--- config.mk ---
export PLATFORM = sky130hd
export DESIGN_NAME = decode_issue_reg
export DESIGN_NICKNAME = d
export VERILOG_FILES = /design/src/rtl/decode_issue_reg_pkg.sv /design/src/rtl/decode_issue_reg_loaduse_detect.sv /design/src/rtl/decode_issue_reg.sv
export SDC_FILE = /design/constraint.sdc
export NUM_CORES = 1
export LEC_CHECK = 0
export CAP_MARGIN = 15
export CORE_MARGIN = 2
export CORE_UTILIZATION = 35
export CTS_CLUSTER_SIZE = 8
export DETAILED_ROUTE_END_ITERATION = 10
export GPL_ROUTABILITY_DRIVEN = 0
export PLACE_DENSITY = 0.65
export RECOVER_POWER = 100
export SETUP_SLACK_MARGIN = 0.05
export SLEW_MARGIN = 20
export SYNTH_ARGS = -nofsm -noshare
export SYNTH_HDL_FRONTEND = slang
export SYNTH_SLANG_ARGS = --single-unit
--- constraint.sdc ---
create_clock -name clk -period 2.2 [get_ports clk]
set_input_delay 0.44 -clock clk [delete_from_list [all_inputs] [get_ports clk]]
set_output_delay 0.44 -clock clk [all_outputs]
set_load 0.05 [all_outputs]
--- src/rtl/decode_issue_reg_pkg.sv ---
// Shared types for the decode-to-execute issue register: operand words,
// register addresses, the issued packet and the interlock state.
package decode_issue_reg_pkg;

    localparam int unsigned XLEN   = 32;
    localparam int unsigned CREG_W = 5;
    localparam int unsigned CTRL_W = 8;

    typedef logic [XLEN-1:0]   word_t;
    typedef logic [CREG_W-1:0] creg_addr_t;
    typedef logic [CTRL_W-1:0] ctrl_t;

    typedef struct packed {
        word_t      pc;
        ctrl_t      ctrl;
        creg_addr_t src1;
        creg_addr_t src2;
        word_t      vr1;
        word_t      vr2;
        creg_addr_t dst;
        logic       is_load;
    } issue_pkt_t;

    typedef enum logic {
        RUN    = 1'b0,
        BUBBLE = 1'b1
    } issue_state_t;

endpackage

--- src/rtl/decode_issue_reg_loaduse_detect.sv ---
// Load-use compare between the E-stage load and the decode consumer.
// A zero destination never matches, so $0 sources never stall.
module decode_issue_reg_loaduse_detect
    import decode_issue_reg_pkg::*;
(
    input  logic       e_valid_i,
    input  logic       e_is_load_i,
    input  creg_addr_t e_dst_i,
    input  logic       d_valid_i,
    input  creg_addr_t d_src1_i,
    input  creg_addr_t d_src2_i,
    output logic       hazard_c
);

    logic src_match_c;

    assign src_match_c = (d_src1_i == e_dst_i) || (d_src2_i == e_dst_i);
    assign hazard_c    = e_valid_i && e_is_load_i && (e_dst_i != '0) &&
                         d_valid_i && src_match_c;

endmodule

--- src/rtl/decode_issue_reg.sv ---
// Decode-to-execute pipeline register with load-use bubble insertion,
// execute back-pressure, flush and a saturating bubble counter.
module decode_issue_reg
    import decode_issue_reg_pkg::*;
#(
    parameter int unsigned LOADUSE_BUBBLES = 1,
    parameter int unsigned PERF_W          = 32
) (
    input  logic              clk,
    input  logic              resetn,
    input  logic              flush,
    input  logic              d_valid,
    input  issue_pkt_t        d_pkt,
    output logic              d_ready,
    input  logic              e_ready,
    output logic              e_valid,
    output issue_pkt_t        e_pkt,
    output logic [PERF_W-1:0] bubble_cnt
);

    localparam int unsigned LEFT_W = 2;

    issue_state_t      state_q;
    logic [LEFT_W-1:0] left_q;
    logic              e_valid_q;
    issue_pkt_t        e_pkt_q;
    logic [PERF_W-1:0] perf_q;
    logic [PERF_W-1:0] perf_d;

    logic hazard_raw_c;
    logic hazard_c;
    logic adv_c;

    decode_issue_reg_loaduse_detect u_loaduse_detect (
        .e_valid_i   (e_valid_q),
        .e_is_load_i (e_pkt_q.is_load),
        .e_dst_i     (e_pkt_q.dst),
        .d_valid_i   (d_valid),
        .d_src1_i    (d_pkt.src1),
        .d_src2_i    (d_pkt.src2),
        .hazard_c    (hazard_raw_c)
    );

    assign hazard_c = (state_q == RUN) && hazard_raw_c;
    assign adv_c    = !e_valid_q || e_ready;
    assign d_ready  = (state_q == RUN) && adv_c && !hazard_c && !flush;

    // Bubble counter sticks at all-ones instead of wrapping
    assign perf_d = (&perf_q) ? perf_q : perf_q + PERF_W'(1);

    // Interlock state, E-stage slot and perf counter; flush outranks a stall
    always_ff @(posedge clk or negedge resetn) begin
        if (!resetn) begin
            state_q   <= RUN;
            left_q    <= '0;
            e_valid_q <= 1'b0;
            e_pkt_q   <= '0;
            perf_q    <= '0;
        end else if (flush) begin
            state_q   <= RUN;
            left_q    <= '0;
            e_valid_q <= 1'b0;
        end else if (adv_c) begin
            if (state_q == BUBBLE) begin
                e_valid_q <= 1'b0;
                perf_q    <= perf_d;
                left_q    <= left_q - LEFT_W'(1);
                if (left_q == LEFT_W'(1)) begin
                    state_q <= RUN;
                end
            end else if (hazard_c) begin
                e_valid_q <= 1'b0;
                perf_q    <= perf_d;
                if (LOADUSE_BUBBLES > 1) begin
                    state_q <= BUBBLE;
                    left_q  <= LEFT_W'(LOADUSE_BUBBLES - 1);
                end
            end else begin
                e_valid_q <= d_valid;
                if (d_valid) begin
                    e_pkt_q <= d_pkt;
                end
            end
        end
    end

    assign e_valid    = e_valid_q;
    assign e_pkt      = e_pkt_q;
    assign bubble_cnt = perf_q;

endmodule

==> reports/metrics.cfg <==
[cells_and_area]
fill_cells=1475
drive_above_1_share=0.281
utilization=0.569
regArea_mm2=0.00391
multi_input_area_mm2=0.00274
fin_nets=878
area_delta_synth_final_pct=59.1

[timing]
slew-limit-headroom=0.330
finalWorstSetupSlack_ns=0.00470
clock.fmax_mhz=456
worstMarginPinSlew_ns=1.01
min_period_ns=2.20
hold_violations=0
setup_viol=0
rsz0062_at_grt=yes
finalCritPeriodShare=0.998
skew_ns=0.0111
drv_slew=0

[detailed_routing]
drcViolationCount=0
viasPerCell=4.71
ant_nets=0
num_vias=4701
drt-total-wl_um=17500
post_drt_wl_per_cell_um=17.5
drt_iter0_markers=150
drt_pass1_iterations=4

[global_routing]
grt_pass1_wl_um=27900
grtUsageTotal=0.177
grt_pass1_vias=5180
antenna_found_initial=1
grt_max_degree=51
overflow=0

[synthesis]
yosysSeqAreaShare=0.582
yosysTopAreaCell=dfrtp_1
yosysTopAreaCellShare=0.582
syn_nets=565
synth-edff-count=0
synth_seq_cells=156
ys_top_cells_by_count=dfrtp_1 (156), mux2_4 (89), xnor2_1 (38), mux2_2 (33), nand3_1 (19)
syn_inst=438
synth_ff_type=dfrtp_1
syn_area_mm2=0.00671
synth.avg_cell_area_um2=15.3
synth_most_common_cell=dfrtp_1
yosysWarningCount=0
synthTopCellsByArea=dfrtp_1 (58%), mux2_4 (20%), mux2_2 (5.5%)
yosysUniqueCellTypes=28
synthArstFlopShare=1.00

[pwr]
leakage_nw=5.13
power.density_mw_per_mm2=940
irDropWorstVdd_mv=0.535

[worst_setup_path]
r2r_slack_ns=0.15
r2r_cells=8
end_kind=output pin
cp_max_fo=2
slowest_delay_ns=0.46
cp_data_arrival_time_ns=1.76
crit_cells=7
crit_required_ns=1.76
path_buf_inv=3
path_class=in -> out
crit_family=buffers and inverters
cp-start-kind=input pin
path_cells=clkdlybuf4s50_1 -> xnor2_2 -> nand3_2 -> o22ai_2 -> a211oi_4 -> buf_6 -> buf_12
crit_path_top_delay_cell=clkdlybuf4s50_1

[worst_hold_path]
worstHoldPathCells=2
hold_path_class=in -> reg

[clock_network]
clk_pin_slew_ns=0.06
insertion_delay_ns=0.41
cts.htree.levels=4
cts_root_buffer=clkbuf_16
cts_tree=yes
ctsLongestPathBuffers=2
cts.sinks=156
cts_inserted_buffers=17

[floorplanning]
row_count=50
coreArea_mm2=0.0188
die-area_mm2=0.0203
start_util=0.358
pin_count=279
dieHeight_um=142
die_x_um=142

[placed_design]
io_buffers=278
dp_slack_ns=-0.294
dp_hpwl_um=13200

[run_status]
outcome=finished clean

[flow_run]
drv_cap=0

## layer usage
layer	global-route usage	wire length, µm	vias to the layer above
li1	-	-	2177
met1	0.206	6800	2320
met2	0.295	8840	173
met3	0.0643	1350	31
met4	0.0735	485	0
met5	0	0	-
## power by group
| part | internal, mW | switching, mW |
|---|---|---|
| Clock | 1.57 | 1.24 |
| Sequential | 3.30 | 0.288 |
| Combinational | 1.52 | 2.12 |
| Total | 6.40 | 3.64 |
## per-stage QoR
stage | hold WS [ns] | std cells | area [µm²] | setup TNS (ns) | total power [mW]
after floorplan | 0.144 | 438 | 6750 | -15.62 | 5.87
after global placement | 0.383 | 963 | 10000 | -32.84 | 7.23
after detailed placement | 0.384 | 963 | 10000 | -36.62 | 7.27
after CTS | 0.418 | 998 | 10600 | -0.00873 | 10.2
after global routing | 0.439 | 998 | 10700 | -0.0664 | 10.5
final | 0.452 | 999 | 10700 | 0 | 10.0
## worst register-to-register path: stages, from the launching register on
cell and delay (ns):
dfrtp_2 0.46, xnor2_2 0.17, nand3_2 0.10, o22ai_2 0.22, a211oi_4 0.09, buf_4 0.16, nand2_8 0.16, buf_12 0.21
mux2_2 0.36
## flip-flops by register name (all words and copies together) (netlist names)
name / count
e_valid: 1
left_q: 2
bubble_cnt: 32
e_pkt: 120
state_q: 1
## area by class of cell
class,count,area share
sequential,156,0.366
clock inverter,15,0.0127
clock buffer,17,0.0398
inverter,4,0.00141
antenna,1,0.000234
tap,234,0.0274
timing repair buffer,312,0.295
multi-input combinational,260,0.257
## cell families (layout without fill, tap and decap cells)
family,after synthesis,in the layout,synth area share
and+or+nand+nor,86,86,0.0718
adders and majority gates,2,2,0.00373
DFF,156,156,0.582
muxes,122,122,0.254
other,0,1,0
buffers and inverters,22,348,0.0253
xor gates and xnor gates,41,41,0.0535
AOI/OAI and AO/OA,9,9,0.00969
## worst paths after layout
check	to	start
max	d_ready	d_pkt[70]
min	e_pkt[78]$_DFFE_PN0P_	d_pkt[78]
max in group asynchronous	e_pkt[111]$_DFFE_PN0P_	resetn
min in group asynchronous	bubble_cnt[5]$_DFFE_PN0P_	resetn
min reg2reg	bubble_cnt[20]$_DFFE_PN0P_	bubble_cnt[20]$_DFFE_PN0P_
max reg2reg	e_pkt[84]$_DFFE_PN0P_	e_pkt[5]$_DFFE_PN0P_
## cells in the final DEF, fill, tap and decap left out, types with 7 or more instances in the layout
cell and instances:
dfrtp_1 149, nand3_1 17, buf_4 24, clkdlybuf4s50_1 241
mux2_4 89, xnor2_1 33, mux2_2 33, nor2_1 7
dfrtp_2 7, clkbuf_16 17, dlymetal6s2s_1 22, nand4_1 15
and3_1 16, dlygate4sd2_1 11, nand2_1 13
## timing repair
item                                   CTS  global route
hold buffers                             1             0
pin swaps                                7             5
endpoints found under the hold margin   38             0
setup endpoints to repair                4            40
gates resized for setup                 13            33
setup buffers                            2             0
Note: power is estimated with default switching activity, not from simulation.
==> patch 1, RTL diff (same settings) <==
`XLEN`: 32 -> 36.
--- a/src/rtl/decode_issue_reg_pkg.sv
+++ b/src/rtl/decode_issue_reg_pkg.sv
@@ -2,7 +2,7 @@
 // register addresses, the issued packet and the interlock state.
 package decode_issue_reg_pkg;
 
-    localparam int unsigned XLEN   = 32;
+    localparam int unsigned XLEN   = 36;
     localparam int unsigned CREG_W = 5;
     localparam int unsigned CTRL_W = 8;
 
Interface: changed (resized d_pkt and e_pkt); port bits go from 279 to 303. The function was not compared with the original's and may differ.
==> patch 1 against the original RTL <==
  * The flow now finishes with violations (negative setup slack)
  * Sequential cell count grew 12
  * Cell area grew 12%
  * Synthesized area increased by 6.0%
  * Wire length grew 22%
  * Critical endpoint unchanged
  * Setup slack lost 0.055 ns
  * Total power rose by 10%
  * Via count increased by 13%
==> patch 1: results <==
[yosys]
synth_commonest_cells = "168 x dfrtp_1, 69 x mux2_4, 63 x mux2_2"
yosysUniqueCellTypes = 37
async_flop_share_pct = 100.0
yosys_warnings = 0
yosysSeqAreaShare_pct = 59.06
synth_top_flop_cell = "dfrtp_1"
avgSynthCellArea_sq_um = 15.02
syn_nets = 613
synth.area.top_cells = "dfrtp_1 59%, mux2_4 15%, mux2_2 10%"

[sta]
setup_slack_ns = -0.05070
maxSlewHeadroom_pct = 34.47
setup-violations-final = 1
fin_skew_ns = 0.008216

[finish]
largest_reg_flops = 132
drive_above_1_share_pct = 31.55
num_antenna_cells = 0
fin_nets = 988

[power_and_ir_drop]
ir_drop_v = 0.0005078
internal_power_uw = 7074
leakagePower_uw = 0.005329

[grt]
grt_pass1_wl_microns = 31440
grt_max_degree = 67
antenna_found_initial = 0
grt_use_total_pct = 18.77
grt_pass1_vias = 5779

[clock_tree]
cts_root_buf = "clkbuf_16"
htree_levels = 4
clk_latency_ns = 0.42
cts_buffers = 17
clkTransAtPathRegs_ns = 0.06
clk_path_buf_depth = 2
cts_tree = "yes"

[status]
status = "complete, but fails checks"
violations = "negative setup slack"

[worst_setup_path]
r2r-start = "e_pkt[2]"
reg2reg_to = "e_pkt[63]"
ff2ff_path_depth = 9
cp.arrival_ns = 1.81
reg2reg_slack_ns = 0.03
crit_fanout = 2

[hold_path]
hp-class = "in2reg"
hold_end = "e_pkt[81]"
min_from = "d_pkt[81]"
hold_depth = 2

[route]
drt-total-wl_microns = 21340
wl_per_cell_microns = 18.85
wl_met1_microns = 8396
routed-wl-met2_microns = 10800
dr.pass1.iters = 4
vias = 5306
drt_iter0_drc = 180
dr.max_layer_used = "met4"
dr_wl_met3_microns = 1572

[placement]
dp_hpwl_microns = 14720
dp_cells = 1077
portBuffers = 302
==> patch 1: changes by cell type after synthesis, sizes merged, moves of 3 or more <==
cell and delta:
and3 -14, dfrtp +12, inv +3, mux2 +11, nand2 +11, nand3 -5
nand4 -11, nor2 +8, nor3 +10, nor4 +7, xnor2 -21, xor2 +22
==> patch 1: worst max-delay path, cell delays in order <==
cell	delay [ns]
clkdlybuf4s50_1	0.53
xnor2_2	0.13
nand3_2	0.13
o22ai_4	0.20
a21oi_2	0.09
and2_4	0.14
buf_6	0.14
==> patch 1: power groups by stage <==
stage	Combinational [uW]	Clock, uW	Sequential, uW
after floorplan	742	0	5480
final	4050	3150	3850
after global routing	4190	3360	3910
after global placement	3810	0	3870
after detailed placement	3850	0	3890
after CTS	3900	3220	3840
==> patch 1: cell families after synthesis <==
kind of cell             after synthesis  share of synthesized area, %
AO/OA/AOI/OAI                         11                         1.266
XOR/XNOR                              42                         5.168
buffers and inverters                 26                         2.602
AND/OR/NAND/NOR                       92                         6.873
adder cells (fa/ha/maj)                2                        0.3515
flip-flops                           168                         59.06
multiplexers                         133                         24.68
==> patch 1: stage by stage <==
step	area, sq um	TNS (ns)	hold slack, ns	setup WS [ns]
3_3_place_gp	10800	-38.42	0.3730	-0.2950
5_1_grt	11930	-1.342	0.3703	-0.1100
2_1_floorplan	7156	0	0.1444	0.03259
6_report	11930	-0.05070	0.3677	-0.05070
4_1_cts	11510	-0.05230	0.4258	-0.05116
3_5_place_dp	10800	-50.85	0.3792	-0.3875
==> patch 1: metal layers <==
metal | track usage (%) | up-vias
li1 | - | 2410
met1 | 20.93 | 2650
met2 | 32.07 | 210
met3 | 6.813 | 36
met4 | 8.641 | 0
met5 | 0 | -
==> patch 1: final cells by class <==
class,instances,area (sq um)
flip-flops and latches,168,4233
well taps,270,337.8
multi-input cells,281,3032
clock inverters,14,183.9
inverters,7,26.28
fillers,1582,8172
repair buffers,374,3691
clock buffers,18,429.2
==> patch 1: what timing repair did <==
item / CTS / global route
gates resized for setup: 43 / 77
pin swaps: 8 / 6
endpoints found under the hold margin: 35 / 0
buffers inserted: 5 / 7
hold buffers: 1 / 0
gates cloned: 0 / 10
setup endpoints to repair: 23 / 145
==> patch 1: how the worst max path moves through the flow <==
stage | from | endpoint | depth (start not counted)
floorplan | bubble_cnt[0] | bubble_cnt[1] | 7
CTS | e_pkt[1] | d_ready | 6
finish | d_pkt[85] | d_ready | 7
detailed placement | d_pkt[87] | e_pkt[76] | 8
global placement | d_pkt[87] | e_pkt[76] | 8
global route | e_pkt[5] | d_ready | 6
==> patch 2, RTL diff (config.mk and constraints unchanged) <==
Made on the original files. Put one more register stage on the output `bubble_cnt`, with the module's reset. The value now appears one clock later. The other outputs are not delayed to match.
--- a/src/rtl/decode_issue_reg.sv
+++ b/src/rtl/decode_issue_reg.sv
@@ -86,7 +86,13 @@
 
     assign e_valid    = e_valid_q;
     assign e_pkt      = e_pkt_q;
-    assign bubble_cnt = perf_q;
+    always_ff @(posedge clk or negedge resetn) begin
+        if (!resetn) begin
+            bubble_cnt <= '0;
+        end else begin
+            bubble_cnt <= perf_q;
+        end
+    end
 
 endmodule
 
Behaviour: not the same (a bounded check fails within 4 cycles, from zero or initial values and one cycle with resetn low).
==> patch 2 against the original RTL <==
  * The flow now finishes with violations (negative setup slack)
  * Register-to-register slack got worse by 0.26 ns
  * Global-route usage fell by 0.19 points
  * Sequential cell count rose by 32
  * Non-clock buffer count rose by 37
  * Setup slack got worse by 0.11 ns
  * Synthesized area rose by 8.2%
  * Fmax fell by 4.8%
  * Wire length rose by 17%
  * Combinational power fell by 3%
  * Critical path depth rose by 2
  * Cell area rose by 14%
  * Total power rose by 6.6%
  * Sequential power rose by 15%
  * Hold slack got worse by 0.094 ns
==> patch 2: results <==
[sta]
setup-violations-final = 123
tightest_slew_ns = 0.9368
setup_slack_ns = -0.1069

[yosys]
yosysSeqAreaShare_pct = 64.79
synth-compound-area-share_pct = 1.327
synthMuxAreaShare_pct = 18.77
synthXorXnorAreaFrac_pct = 5.066
synth.area.top_cells = "dfrtp_1 65%, mux2_2 19%, xor2_1 4.7%"
syn_inst = 490
synthAdderAreaFrac_pct = 0.3446
synth_commonest_cells = "188 x dfrtp_1, 121 x mux2_2, 39 x xor2_1"

[finish]
buf_share_pct = 29.34
buffers = 349
clk_share_pct = 4.702
n_all_inverters = 6
fin_util_pct = 59.91
num_antenna_cells = 0
seq_cells = 188
drive_above_1_share_pct = 31.88
fin_nets = 961
final-seq-area_sq_um = 4711
fillCellCount = 1620
multi_input_area_sq_um = 2950

[power_and_ir_drop]
clock_net_power_uw = 3040
leakagePower_uw = 0.005393
finalPower_uw = 10710
p_per_area_nw_per_um2 = 880.3
ir_drop_v = 0.0005331

[route]
drt-total-wl_microns = 20410
avgViaCountPerCell = 4.819
drt_iter0_drc = 232

[status]
violations = "negative setup slack"
status = "complete, but fails checks"

[placement]
dp_hpwl_microns = 13940
dp_slack_ns = -0.4147

[grt]
antenna_found_initial = 0
grt_use_total_pct = 17.48
grt_pass1_vias = 5813

[clock_tree]
clk_latency_ns = 0.43

[worst_setup_path]
cp.arrival_ns = 2.62
endpoint = "e_pkt[27]"
crit_start = "d_pkt[75]"
## patch 2: changes by cell type in the layout (fill, tap and decap cells not counted), sizes merged, moves of 23 or more
cell / before / now
buf: 33 / 56
dfrtp: 156 / 188
xor2: 3 / 39
dlygate4sd3: 2 / 140
xnor2: 38 / 3
clkdlybuf4s50: 241 / 129
## patch 2: what timing repair did
| action | in CTS | in global routing |
|---|---|---|
| endpoints found under the setup margin | 119 | 151 |
| hold buffers | 1 | 0 |
| pin swaps | 6 | 35 |
| hold endpoints to repair | 33 | 0 |
| resized for setup | 27 | 78 |
| buffers inserted | 6 | 6 |
| cloned | 0 | 9 |
## patch 2: per-layer routing
metal	wire length [microns]	up-vias	GRT usage, %
met5	0	-	0
met4	333	0	5.857
met1	7956	2696	20.21
met2	10530	226	30.79
met3	1582	30	5.463
li1	-	2431	-
